===== src/rtl/sample_sequencer.sv =====
// Time-multiplexed owner of the shared sample bus: periodically sweeps the enabled
// channels, strobes each one, captures its sample and pushes {channel, sample} downstream.
module sample_sequencer #(
    parameter logic [18:0] BASE_ADDR    = 19'h00F0,
    parameter int          NUM_CHANNELS = 16,
    parameter int          DATA_LATENCY = 2
) (
    input  logic        clk,
    input  logic        rst,
    input  logic        cmd_bus_en,
    input  logic        cmd_bus_wr,
    input  logic [18:0] cmd_bus_addr,
    input  logic [31:0] cmd_bus_data,
    output logic [7:0]  channel_select,
    output logic        output_sample,
    input  logic [31:0] sample_data,
    output logic [23:0] fifo_din,
    output logic        fifo_wr_en,
    input  logic        fifo_full,
    output logic        busy,
    output logic        overflow,
    output logic        overrun
);

    typedef enum logic [2:0] {
        S_IDLE    = 3'd0,
        S_SELECT  = 3'd1,
        S_WAIT    = 3'd2,
        S_CAPTURE = 3'd3,
        S_PUSH    = 3'd4
    } state_e;

    localparam int          WAIT_CYCLES = (DATA_LATENCY > 1) ? (DATA_LATENCY - 2) : 0;
    localparam logic [3:0]  WAIT_LOAD   = WAIT_CYCLES[3:0];

    function automatic logic [7:0] lowest_set(input logic [NUM_CHANNELS-1:0] v);
        logic [7:0] idx;
        idx = 8'd0;
        for (int i = NUM_CHANNELS - 1; i >= 0; i--) begin
            if (v[i]) begin
                idx = 8'(i);
            end else begin
                idx = idx;
            end
        end
        return idx;
    endfunction

    function automatic logic [NUM_CHANNELS-1:0] clear_bit(input logic [NUM_CHANNELS-1:0] v,
                                                          input logic [7:0] idx);
        logic [NUM_CHANNELS-1:0] r;
        r = v;
        for (int i = 0; i < NUM_CHANNELS; i++) begin
            if (idx == 8'(i)) begin
                r[i] = 1'b0;
            end else begin
                r[i] = v[i];
            end
        end
        return r;
    endfunction

    state_e                  state_q, state_d;
    logic [NUM_CHANNELS-1:0] mask_q, mask_d;
    logic [NUM_CHANNELS-1:0] sweep_q, sweep_d;
    logic [31:0]             period_q, period_d;
    logic [31:0]             cnt_q, cnt_d;
    logic                    run_q, run_d;
    logic                    ovf_q, ovf_d;
    logic                    ovr_q, ovr_d;
    logic [7:0]              ch_q, ch_d;
    logic [3:0]              wait_q, wait_d;
    logic [15:0]             sample_q, sample_d;

    logic                    wr_s, wr_mask_s, wr_period_s, wr_ctrl_s, clr_s, tick_s;
    logic [NUM_CHANNELS-1:0] mask_wdata_s;
    logic [15:0]             unused_sample_s;

    assign wr_s        = cmd_bus_en & cmd_bus_wr;
    assign wr_mask_s   = wr_s & (cmd_bus_addr == BASE_ADDR);
    assign wr_period_s = wr_s & (cmd_bus_addr == (BASE_ADDR + 19'd1));
    assign wr_ctrl_s   = wr_s & (cmd_bus_addr == (BASE_ADDR + 19'd2));
    assign clr_s       = wr_ctrl_s & cmd_bus_data[1];
    assign tick_s      = run_q & (period_q != 32'd0) & (cnt_q == (period_q - 32'd1));
    assign unused_sample_s = sample_data[31:16];

    // Mask write data: channels beyond the 32-bit data word read as zero.
    always_comb begin
        mask_wdata_s = '0;
        for (int i = 0; i < NUM_CHANNELS; i++) begin
            mask_wdata_s[i] = (i < 32) ? cmd_bus_data[i % 32] : 1'b0;
        end
    end

    // Next-state logic for configuration, period counter, sticky flags and sweep FSM.
    always_comb begin
        state_d  = state_q;
        sweep_d  = sweep_q;
        ch_d     = ch_q;
        wait_d   = wait_q;
        sample_d = sample_q;

        mask_d   = wr_mask_s   ? mask_wdata_s    : mask_q;
        period_d = wr_period_s ? cmd_bus_data    : period_q;
        run_d    = wr_ctrl_s   ? cmd_bus_data[0] : run_q;

        if (wr_period_s || !run_q || (period_q == 32'd0) || tick_s) begin
            cnt_d = 32'd0;
        end else begin
            cnt_d = cnt_q + 32'd1;
        end

        // Clear has priority over a same-cycle set.
        ovf_d = clr_s ? 1'b0 : (ovf_q | ((state_q == S_PUSH) & fifo_full));
        ovr_d = clr_s ? 1'b0 : (ovr_q | (tick_s & (state_q != S_IDLE)));

        case (state_q)
            S_IDLE: begin
                if (tick_s && (mask_q != '0)) begin
                    sweep_d = mask_q;
                    ch_d    = lowest_set(mask_q);
                    state_d = S_SELECT;
                end else begin
                    state_d = S_IDLE;
                end
            end
            S_SELECT: begin
                sweep_d = clear_bit(sweep_q, ch_q);
                wait_d  = WAIT_LOAD;
                state_d = (DATA_LATENCY > 1) ? S_WAIT : S_CAPTURE;
            end
            S_WAIT: begin
                if (wait_q == 4'd0) begin
                    state_d = S_CAPTURE;
                end else begin
                    wait_d  = wait_q - 4'd1;
                    state_d = S_WAIT;
                end
            end
            S_CAPTURE: begin
                sample_d = sample_data[15:0];
                state_d  = S_PUSH;
            end
            S_PUSH: begin
                if (run_q && (sweep_q != '0)) begin
                    ch_d    = lowest_set(sweep_q);
                    state_d = S_SELECT;
                end else begin
                    state_d = S_IDLE;
                end
            end
            default: begin
                state_d = S_IDLE;
            end
        endcase
    end

    // State register with asynchronous reset.
    always_ff @(posedge clk or posedge rst) begin
        if (rst) begin
            state_q  <= S_IDLE;
            mask_q   <= '0;
            sweep_q  <= '0;
            period_q <= 32'd0;
            cnt_q    <= 32'd0;
            run_q    <= 1'b0;
            ovf_q    <= 1'b0;
            ovr_q    <= 1'b0;
            ch_q     <= 8'd0;
            wait_q   <= 4'd0;
            sample_q <= 16'd0;
        end else begin
            state_q  <= state_d;
            mask_q   <= mask_d;
            sweep_q  <= sweep_d;
            period_q <= period_d;
            cnt_q    <= cnt_d;
            run_q    <= run_d;
            ovf_q    <= ovf_d;
            ovr_q    <= ovr_d;
            ch_q     <= ch_d;
            wait_q   <= wait_d;
            sample_q <= sample_d;
        end
    end

    // The push strobe follows fifo_full in the push cycle itself, so it cannot be pre-registered.
    assign busy           = (state_q != S_IDLE);
    assign channel_select = busy ? ch_q : 8'd0;
    assign output_sample  = (state_q == S_SELECT);
    assign fifo_wr_en     = (state_q == S_PUSH) & ~fifo_full;
    assign fifo_din       = fifo_wr_en ? {ch_q, sample_q} : 24'd0;
    assign overflow       = ovf_q;
    assign overrun        = ovr_q;

endmodule


===== config.mk =====
export PLATFORM = sky130hd
export DESIGN_NAME = sample_sequencer
export DESIGN_NICKNAME = d
export VERILOG_FILES = /design/src/rtl/sample_sequencer.sv
export SDC_FILE = /design/constraint.sdc
export NUM_CORES = 1
export LEC_CHECK = 0
export ABC_AREA = 1
export CORE_MARGIN = 4
export CORE_UTILIZATION = 50
export DETAILED_ROUTE_END_ITERATION = 10
export PLACE_DENSITY = 0.85
export SYNTH_ARGS = -nofsm -noshare
export SYNTH_HDL_FRONTEND = slang
export SYNTH_SLANG_ARGS = --single-unit

===== constraint.sdc =====
create_clock -name clk -period 10 [get_ports clk]
set_clock_uncertainty 0.15 [all_clocks]
set_input_delay 2 -clock clk [delete_from_list [all_inputs] [get_ports clk]]
set_output_delay 2 -clock clk [all_outputs]
set_load 0.02 [all_outputs]

# Word level (Yosys, flattened, before mapping)
# Cells that the tools add are included.
dict set report word_totals {
  out_inout_bits 37
  elab_cells 183
  inputBits 88
  reg_bits 130
}
dict set report classes {
  addsub 3
  bitwise_logic 13
  reduce_logical 35
  n_eq_ne 42
  n_mux 64
}
# op n
set op_table {}
lappend op_table {{2-to-1 mux 8 bit} 33}
lappend op_table {{== test 8 x 4 -> 1 bit (second input constant)} 8}
lappend op_table {{== test 19 x 8 -> 1 bit (second input constant)} 3}
lappend op_table {{AND reduction 3 bit} 17}
lappend op_table {{adder 32 x 1 -> 32 bit (second input constant)} 1}
lappend op_table {{== test 32 bit} 1}
lappend op_table {{== test 8 x 3 -> 1 bit (second input constant)} 4}
lappend op_table {{logical NOT 32 bit} 1}
lappend op_table {{2-to-1 mux 32 bit} 1}
lappend op_table {{!= test 2 x 1 -> 1 bit (second input constant)} 16}
lappend op_table {{case mux 16 bit (2 select lines)} 1}
lappend op_table {{nonzero test 16 bit} 2}
lappend op_table {{nonzero test 32 bit} 1}
lappend op_table {{subtractor 32 x 1 -> 32 bit (second input constant)} 1}
lappend op_table {{2-to-1 mux 24 bit} 1}
lappend op_table {{2-to-1 mux 1 bit} 21}
lappend op_table {{== test 8 x 2 -> 1 bit (second input constant)} 2}
lappend op_table {{2-to-1 mux 16 bit} 1}
lappend op_table {{case mux 8 bit (2 select lines)} 1}
lappend op_table {{case mux 3 bit (5 select lines)} 1}
lappend op_table {{2-to-1 mux 4 bit} 3}
lappend op_table {{AND 1 bit} 10}
lappend op_table {{== test 8 x 1 -> 1 bit (second input constant)} 1}
lappend op_table {{logical NOT 8 bit} 1}
lappend op_table {{16 further kinds} 25}

# Logic depth before layout (Yosys ltp)
# Gate-level depths: netlist of the first run.
dict set report depth {
  word_depth 18
  ltp_mapped 20
  mapped_depth_nobuf 19
}

# Worst setup path before layout of the first run
# OpenSTA, ideal clock, no wires.
dict set report synth_timing {
  kind {input to output}
  from {input port fifo_full}
  to {output port fifo_din[0]}
  slack_ns 4.921
  n_path_buf 1
  arrival_time_ns 2.929
  cell_stages 4
  cell_sequence {nor2_1 -> inv_1 -> clkbuf_1 -> nor2_1}
}
dict set report synth_via {
  elab_chain_len 3
}
# element line_no
set synth_rtl {}
lappend synth_rtl {{from (decl)} 19} ;# input logic fifo_full,
lappend synth_rtl {{NOT 1 bit} 191} ;# assign fifo_wr_en = (state_q == S_PUSH) & ~fifo_full;
lappend synth_rtl {{AND 1 bit} 191}
lappend synth_rtl {{2-to-1 mux 24 bit} 192} ;# assign fifo_din = fifo_wr_en ? {ch_q, sample_q} : 24'd0;
lappend synth_rtl {{to (decl)} 17} ;# output logic [23:0] fifo_din,
# Every way passes these cells.

# Worst setup path in the final report of the first run
dict set report layout_timing {
  from {input port fifo_full}
  to {output port fifo_din[7]}
}
# The elaborated chain is that of the path after synthesis.

==> out/metrics.yaml, run 1 <==
outcome: "finished clean"
power.total_mw: 1.19
powerDensity_nw_per_um2: 123
r2r_start: "period_q[0]"
core_sq_um: 15400
antenna_found_initial: 0
antenna_left: 0
grt_busiest_layer: "met2"
maxCapViolations: 0
start_kind: "primary input"
p_switching_mw: 0.255
grt_max_degree: 79
final_cell_mix: "351 x nand2_1, 189 x inv_1, 149 x nor2_1"
holdPathEnd: "wait_q[3]"
start_util_pct: 51.6
fp.dieW_microns: 134
crit_path_max_fanout: 20
synthCells: 1174
yosysWarningCount: 0
dr.first_iter.drc_count: 654
vias: 7569
synth_flop_cell: "dfrtp_1"
grt_pass1_wl_mm: 34.3
synthArstFlopShare_pct: 100
worst_pin_slew_ns: 1.24
drv_slew: 0
intPower_mw: 0.936
synth_cell_types: 40
max-clock-path-buffers: 2
die_height_microns: 134
nNetsFinal: 1359
wl_per_cell_microns: 13.5
crit_chain: "clkdlybuf4s50_1 > nor2_1 > inv_1 > nor2_1 > clkdlybuf4s50_1"
nFillCells: 1375
syn_area_per_cell_sq_um: 6.78
wirelength_mm: 20.1
fin_crit_sh_pct: 58.1
slowest_delay_ns: 0.64
track_usage_pct: 23.3
vias_per_cell: 5.08
power_leakage_nw: 5.04
gp_congestion: 0.934
critPathRequiredTime_ns: 7.85
max_freq_mhz: 172
hold_depth: 1
grtUsageMet1_pct: 27.9
multiInputGateArea_sq_um: 3920
relSlewSlack_pct: 17.0
clk_pin_slew_worst_paths_ns: 0.06
num_rows: 45
grt_overflow: 0
synth_area_leaders: "dfrtp_1 40%, nand2_1 17%, inv_1 9.0%, nor2_1 7.0%, o21ai_0 5.0%"
rr_worst_depth: 16
port_buffers: 100
register_area_sq_um: 3150
final_layout_size_suffix_gt1_share_pct: 5.94
fin_hold_ws_ns: 0.323
grt_use_met2_pct: 40.4
insertion_delay_ns: 0.42
clock_power_share_pct: 53.4
cts_tree: "yes"
syn_area_sq_um: 7960
swShare_pct: 21.4
synth_largest_area_cell: "dfrtp_1"
worstHoldPathType: "flop to flop"
synth.top_cell.area_share_pct: 39.6
setup_viol: 0
hold_viol: 0
p_seq_share_pct: 42.8
final_common_cell: "nand2_1"
ioPinCount: 125
slowest_stage: "clkdlybuf4s50_1"
utilization_pct: 62.8
postCtsHoldBufs: 0
dieArea_sq_um: 18000
hold_path_startpoint: "wait_q[3]"
final.setup.tns_ns: 0
clockRootBuffer: "clkbuf_16"
first_global_vias: 7428
end_kind: "output port"
place_inst: 1459
drc: 0
synth_edf_count: 0
syn_to_final_growth_pct: 21.7
post-cts-setup-buffers: 0
ir_worst_vdd_v: 0.000120
path_class: "primary input to output port"
critPathBufInv: 3
dr.pass1.iters: 5
antenna_cells: 0
path_delay_family: "buffers and inverters"
finalNonFillerCells: 1491
cp.arrival_ns: 3.66
cts_sinks: 126
yosys_register_bits: 126
hpwl_mm: 15.0
grt.met3_usage_pct: 5.48
htreeDepth: 4
cts_made_buffers: 17
rrSetupSlack_ns: 6.09
ys_seq_area_share_pct: 39.6
r2r_end: "cnt_q[5]"
ctsResizeCount: 0
period_needed_ns: 5.81
p_comb_share_pct: 3.8
rsz0062_at_grt: "false"
==> registers in the layout, summed over array words and instances (netlist names) <==
register and cells:
wait_q 4, sweep_q 16, state_q 3, overflow 1
overrun 1, ch_q 4, cnt_q 32, period_q 32
sample_q 16, mask_q 16, run_q 1
==> worst max path at each step <==
stage	from	endpoint	slack, ns	cells after the start
CTS	fifo_full	fifo_din[7]	4.16	5
detailed placement	fifo_full	fifo_din[3]	4.19	5
global placement	fifo_full	fifo_din[7]	4.19	5
finish	fifo_full	fifo_din[7]	4.19	5
floorplan	rst	ch_q[0]	4.49	1
global route	fifo_full	fifo_din[7]	4.01	5
==> power by group through the flow <==
| stage | combinational [mW] | clock [mW] | sequential, mW |
|---|---|---|---|
| floorplan | 0.0151 | 0 | 0.519 |
| global placement | 0.0449 | 0 | 0.519 |
| detailed placement | 0.0457 | 0 | 0.519 |
| CTS | 0.0461 | 0.644 | 0.510 |
| global route | 0.0494 | 0.669 | 0.510 |
| finish | 0.0453 | 0.636 | 0.510 |
==> kinds of logic after synthesis <==
group | count (synthesis) | synth area share, %
buffers and inverters | 229 | 11.7
flip-flops | 126 | 39.6
multiplexers | 16 | 2.26
AO/OA/AOI/OAI | 102 | 6.77
adder cells (fa/ha/maj) | 4 | 0.628
XOR/XNOR | 41 | 4.51
other | 1 | 0.0471
AND/OR/NAND/NOR | 655 | 34.5
==> cells in the mapped netlist, types with 2 or more instances <==
| cell | instances |
|---|---|
| nand3_1 | 73 |
| or2_2 | 4 |
| nor2_1 | 149 |
| ha_1 | 4 |
| mux2_2 | 16 |
| or4_1 | 2 |
| o31ai_1 | 2 |
| a21oi_1 | 11 |
| inv_1 | 190 |
| nor3_1 | 31 |
| clkbuf_1 | 19 |
| inv_2 | 3 |
| xnor2_1 | 13 |
| nor2_2 | 9 |
| nand2_2 | 2 |
| nand4_1 | 14 |
| nand3b_1 | 5 |
| nor3_2 | 2 |
| buf_6 | 4 |
| a31oi_1 | 2 |
| buf_4 | 11 |
| dfrtp_1 | 126 |
| buf_1 | 2 |
| o21ai_1 | 2 |
| xor2_1 | 28 |
| nand2_1 | 351 |
| o21ai_0 | 79 |
| nor4_1 | 8 |
==> worst reg2reg max path, cell delays in order (launching register included) <==
cell     delay (ns)
dfrtp_1        0.40
inv_1          0.15
ha_1           0.23
nand2_2        0.10
nor2_2         0.40
nand2_1        0.19
nor2_1         0.26
inv_1          0.06
nand2_1        0.08
nand3_1        0.11
nand2_1        0.09
nor2_1         0.06
nand2_1        0.08
nor2_2         0.05
nand2_1        0.08
nand3_1        0.83
nor3_1         0.46
==> final cells by class <==
class	instances	share of cell area [%]
Timing Repair Buffer	103	10.6
Sequential cell	126	32.5
Multi-Input combinational cell	826	40.4
Clock buffer	20	4.61
Tap cell	211	2.72
Clock inverter	12	1.67
Inverter	193	7.50
==> layer usage <==
metal | share of wire (%) | routed length, microns
met5 | 0 | 0
met4 | 3.5 | 695
met3 | 5.9 | 1190
met2 | 50 | 10100
met1 | 40 | 8070
==> stage by stage <==
step           instance area [sq um]  worst slack, ns
5_1_grt                         9690             4.01
6_report                        9690             4.19
3_5_place_dp                    9080             4.19
4_1_cts                         9690             4.16
2_1_floorplan                   7990             4.49
3_3_place_gp                    9080             4.19
(Power assumes the default switching activity.)
==> run 2: changes to the inputs <==
clock period = 5.97 ns   (was 10 ns; I/O delays follow)
==> run 2 against run 1 <==
  * Global-route usage shrank 0.38 points
  * Via count decreased by 0.48%
  * Clock power grew 68%
  * Total power rose by 68%
  * Register-to-register slack lost 4.1 ns
  * Hold slack better by 0.014 ns
  * Largest power group unchanged
  * Highest routed layer unchanged
==> out/metrics.yaml, run 2 (synthesis gave the netlist of run 1 again) <==
clockRootBuffer: "clkbuf_16"
register_area_sq_um: 3150  # unchanged
vias_per_cell: 5.05  # -0.61%
worst_pin_slew_ns: 1.22  # -0.0163 ns
end_kind: "output port"
ir_worst_vdd_v: 0.000198  # +65%
fin_crit_sh_pct: 70.8
grt_pass1_wl_mm: 33.7  # -1.7%
critPathRequiredTime_ns: 4.63  # -3.22 ns
grtUsageMet1_pct: 27.1  # -0.79 points
grt.met3_usage_pct: 4.95  # -0.53 points
rsz0062_at_grt: "false"
path_class: "primary input to output port"
cts_tree: "yes"
die_height_microns: 134  # unchanged
power.total_mw: 2.00  # +68%
hpwl_mm: 15.3  # +2.2%
antenna_cells: 0  # unchanged
wirelength_mm: 20.4  # +1.6%
drc: 0  # unchanged
hold_viol: 0  # unchanged
fp.dieW_microns: 134  # unchanged
clk_pin_slew_worst_paths_ns: 0.06  # about the same
cp-startpoint: "fifo_full"
crit_path_max_fanout: 20  # unchanged
setup_viol: 0  # unchanged
grt_busiest_layer: "met2"
top_regs: "cnt_q: 32 flops, period_q: 32 flops"
rr_worst_depth: 17  # +1
start_kind: "primary input"
postCtsHoldBufs: 0  # unchanged
r2r_end: "cnt_q[6]"
critPathCapture: "fifo_din[7]"
fin_hold_ws_ns: 0.337  # +0.0143 ns
multiInputGateArea_sq_um: 3920  # unchanged
insertion_delay_ns: 0.43  # about the same
cts_sinks: 126  # unchanged
powerDensity_nw_per_um2: 206  # +68%
dr.pass1.iters: 5  # unchanged
final.setup.tns_ns: 0  # unchanged
outcome: "finished clean"
htreeDepth: 4  # unchanged
gp_congestion: 0.948  # +1.5%
relSlewSlack_pct: 18.1  # +1.1 points
nFillCells: 1352  # -1.7%
antenna_found_initial: 0  # unchanged
r2r_start: "period_q[0]"
period_needed_ns: 4.23
rrSetupSlack_ns: 1.95  # -4.14 ns
cp.arrival_ns: 2.88  # -0.78 ns
worstHoldPathType: "flop to flop"
vias: 7533  # -0.48%
post-cts-setup-buffers: 0  # unchanged
ctsResizeCount: 0  # unchanged
final_layout_size_suffix_gt1_share_pct: 6.16  # +0.22 points
utilization_pct: 62.9  # +0.073 points
final_common_cell: "nand2_1"
dr.first_iter.drc_count: 631  # -3.5%
nNetsFinal: 1361  # +0.15%
core_sq_um: 15400  # unchanged
final_cell_mix: "351 x nand2_1, 189 x inv_1, 149 x nor2_1"
num_rows: 45  # unchanged
grt_use_met2_pct: 40.3  # -0.17 points
power_leakage_nw: 5.06  # +0.40%
max_freq_mhz: 237
max-clock-path-buffers: 2  # unchanged
start_util_pct: 51.6  # unchanged
cts_made_buffers: 17  # unchanged
port_buffers: 100  # unchanged
first_global_vias: 7407  # -0.28%
syn_to_final_growth_pct: 21.8
antenna_left: 0  # unchanged
track_usage_pct: 23.0  # -0.38 points
grt_overflow: 0  # unchanged
grt_max_degree: 50  # -37%
dieArea_sq_um: 18000  # unchanged
wl_per_cell_microns: 13.7  # +1.4%
drv_slew: 0  # unchanged
ioPinCount: 125  # unchanged
maxCapViolations: 0  # unchanged
[run 2: changes by cell type in the layout (fill, tap and decap cells not counted), sizes merged]
cell | previous run | this run
buf | 3 | 5
clkinvlp | 3 | 1
clkinv | 4 | 5
inv | 195 | 197
clkbuf | 20 | 19
[run 2: worst min path at each step]
stage	from	endpoint	slack, ns	cells after the start
2_1_floorplan	wait_q[3]	wait_q[3]	0.29	1
3_3_place_gp	wait_q[3]	wait_q[3]	0.31	1
3_5_place_dp	wait_q[1]	wait_q[1]	0.33	2
4_1_cts	wait_q[3]	wait_q[3]	0.34	1
5_1_grt	run_q	run_q	0.37	2
6_report	wait_q[3]	wait_q[3]	0.34	1
[run 2: stage by stage]
| step | std cells | worst slack (ns) | area (sq um) |
|---|---|---|---|
| 3_3_place_gp | 1461 | 1.77 | 9100 |
| 6_report | 1493 | 1.74 | 9700 |
| 4_1_cts | 1493 | 1.74 | 9700 |
| 5_1_grt | 1493 | 1.61 | 9700 |
| 2_1_floorplan | 1181 | 1.27 | 7990 |
| 3_5_place_dp | 1461 | 1.74 | 9100 |
[run 2: worst max-delay path, stage by stage]
cell and delay [ns]:
clkdlybuf4s50_1 0.42, nor2_1 0.14, inv_1 0.28, nor2_1 0.18, clkdlybuf4s50_1 0.66
[run 2: area by class of cell]
cell class | instances | share of cell area [%]
inverter | 193 | 7.49
sequential | 126 | 32.5
clock buffer | 19 | 4.56
tap | 211 | 2.72
clock inverter | 13 | 1.66
multi-input combinational | 826 | 40.4
timing repair buffer | 105 | 10.7
[run 2: where the power goes]
part           internal, mW  switching, mW  total (mW)
sequential            0.854      0.0000127       0.854
combinational        0.0429         0.0328      0.0757
clock                 0.670          0.403        1.07
total                  1.57          0.436        2.00
[run 2: routing by layer]
metal	wire (microns)	vias to the layer above	share of wire [%]
met1	8370	3422	41
met4	674	0	3.3
met5	0	-	0
li1	-	3821	-
met3	1100	55	5.4
met2	10300	235	50
==> variant, RTL diff (config.mk and constraints of run 1) <==
`NUM_CHANNELS`: 16 -> 17.
--- a/src/rtl/sample_sequencer.sv
+++ b/src/rtl/sample_sequencer.sv
@@ -3,5 +3,5 @@
 module sample_sequencer #(
     parameter logic [18:0] BASE_ADDR    = 19'h00F0,
-    parameter int          NUM_CHANNELS = 16,
+    parameter int          NUM_CHANNELS = 17,
     parameter int          DATA_LATENCY = 2
 ) (
Behaviour: not the same (Yosys sat finds a counterexample within 10 cycles, from zero or initial values and one cycle with rst high).
==> variant against run 1 <==
Sequential cell count increased by 3. Worst setup slack got worse by 80 ps. Cell area increased by 2.8%. Utilization decreased by 0.34 points. Total power increased by 2.4%. Sequential power increased by 2%. Largest power group unchanged. Global-route usage increased by 1.1 points. Critical endpoint is now fifo_din[2]. Synthesized area increased by 2.3%. Routed wire length increased by 6.6%. Count of clock-buffer cells in the layout decreased by 1. Die area increased by 2.1%. Final cell count decreased by 0.34%.
==> variant: results (changes against run 1) <==
metric	value	unit	change
Synth top cells by count	nand2_1 (313), inv_1 (176), nor2_1 (150)		was nand2_1 (351), inv_1 (190), nor2_1 (149)
xor-xnor portion of the synthesized cell area	4.30	%	was 4.51%
Inverters	180		was 193
DR iter-0 viols	675		was 654
multiplexer share of the synthesized area	2.07	%	was 2.26%
sequential area share after synthesis	39.6	%	about the same
relative max-transition margin	35.1	%	was 17.0%
GR Layer Usage met2	40.5	%	was 40.4%
met1 Use GR	32.3	%	was 27.9%
GRT Overall Usage	24.5	%	was 23.3%
outcome	complete, no violations		unchanged
multi-input gates	822		was 826
crit path max fanout	21		was 20
leakage	4.56	nW	was 5.04 nW
Synth Instances	1156		was 1174
count of input and output buffers	102		was 100
wire per inst	14.4	µm	was 13.5 µm
met3 Use GR	4.38	%	was 5.48%
CP max stage delay	580	ps	was 640 ps
gpl congestion	0.963		was 0.934
synth unique cells	50		was 40
Final nets	1350		was 1359
top post-synthesis cells by area	dfrtp_1 (40%), nand2_1 (14%), inv_1 (8.1%)		was dfrtp_1 (40%), nand2_1 (17%), inv_1 (9.0%)
register area	3230	µm²	was 3150 µm²
share of layout cells above drive strength 1	8.98	%	was 5.94%
## variant: path summary, 6_finish.rpt
path                                           endpoint  slack [ps]  cells past startpoint
worst max-delay path                        fifo_din[2]        4110                      5
worst min-delay path              wait_q[3]$_DFFE_PP0P_         320                      1
min in group asynchronous       sample_q[7]$_DFFE_PP0P_        1860                      2
max in group asynchronous       sample_q[3]$_DFFE_PP0P_        6390                      3
worst min register to register    wait_q[3]$_DFFE_PP0P_         320                      1
worst max register to register      ch_q[4]$_DFFE_PP0P_        6830                     19
## variant: power groups by stage
stage | registers (mW) | clock network (mW) | logic, mW
floorplan | 0.532 | 0 | 0.0126
global placement | 0.532 | 0 | 0.0440
detailed placement | 0.532 | 0 | 0.0443
CTS | 0.522 | 0.660 | 0.0446
global route | 0.522 | 0.683 | 0.0481
finish | 0.522 | 0.653 | 0.0440
## variant: routing by layer
layer  part of all wire [%]  routed length [µm]
met2                     48               10400
met4                    2.5                 535
met5                      0                   0
met1                     44                9440
met3                    5.1                1090
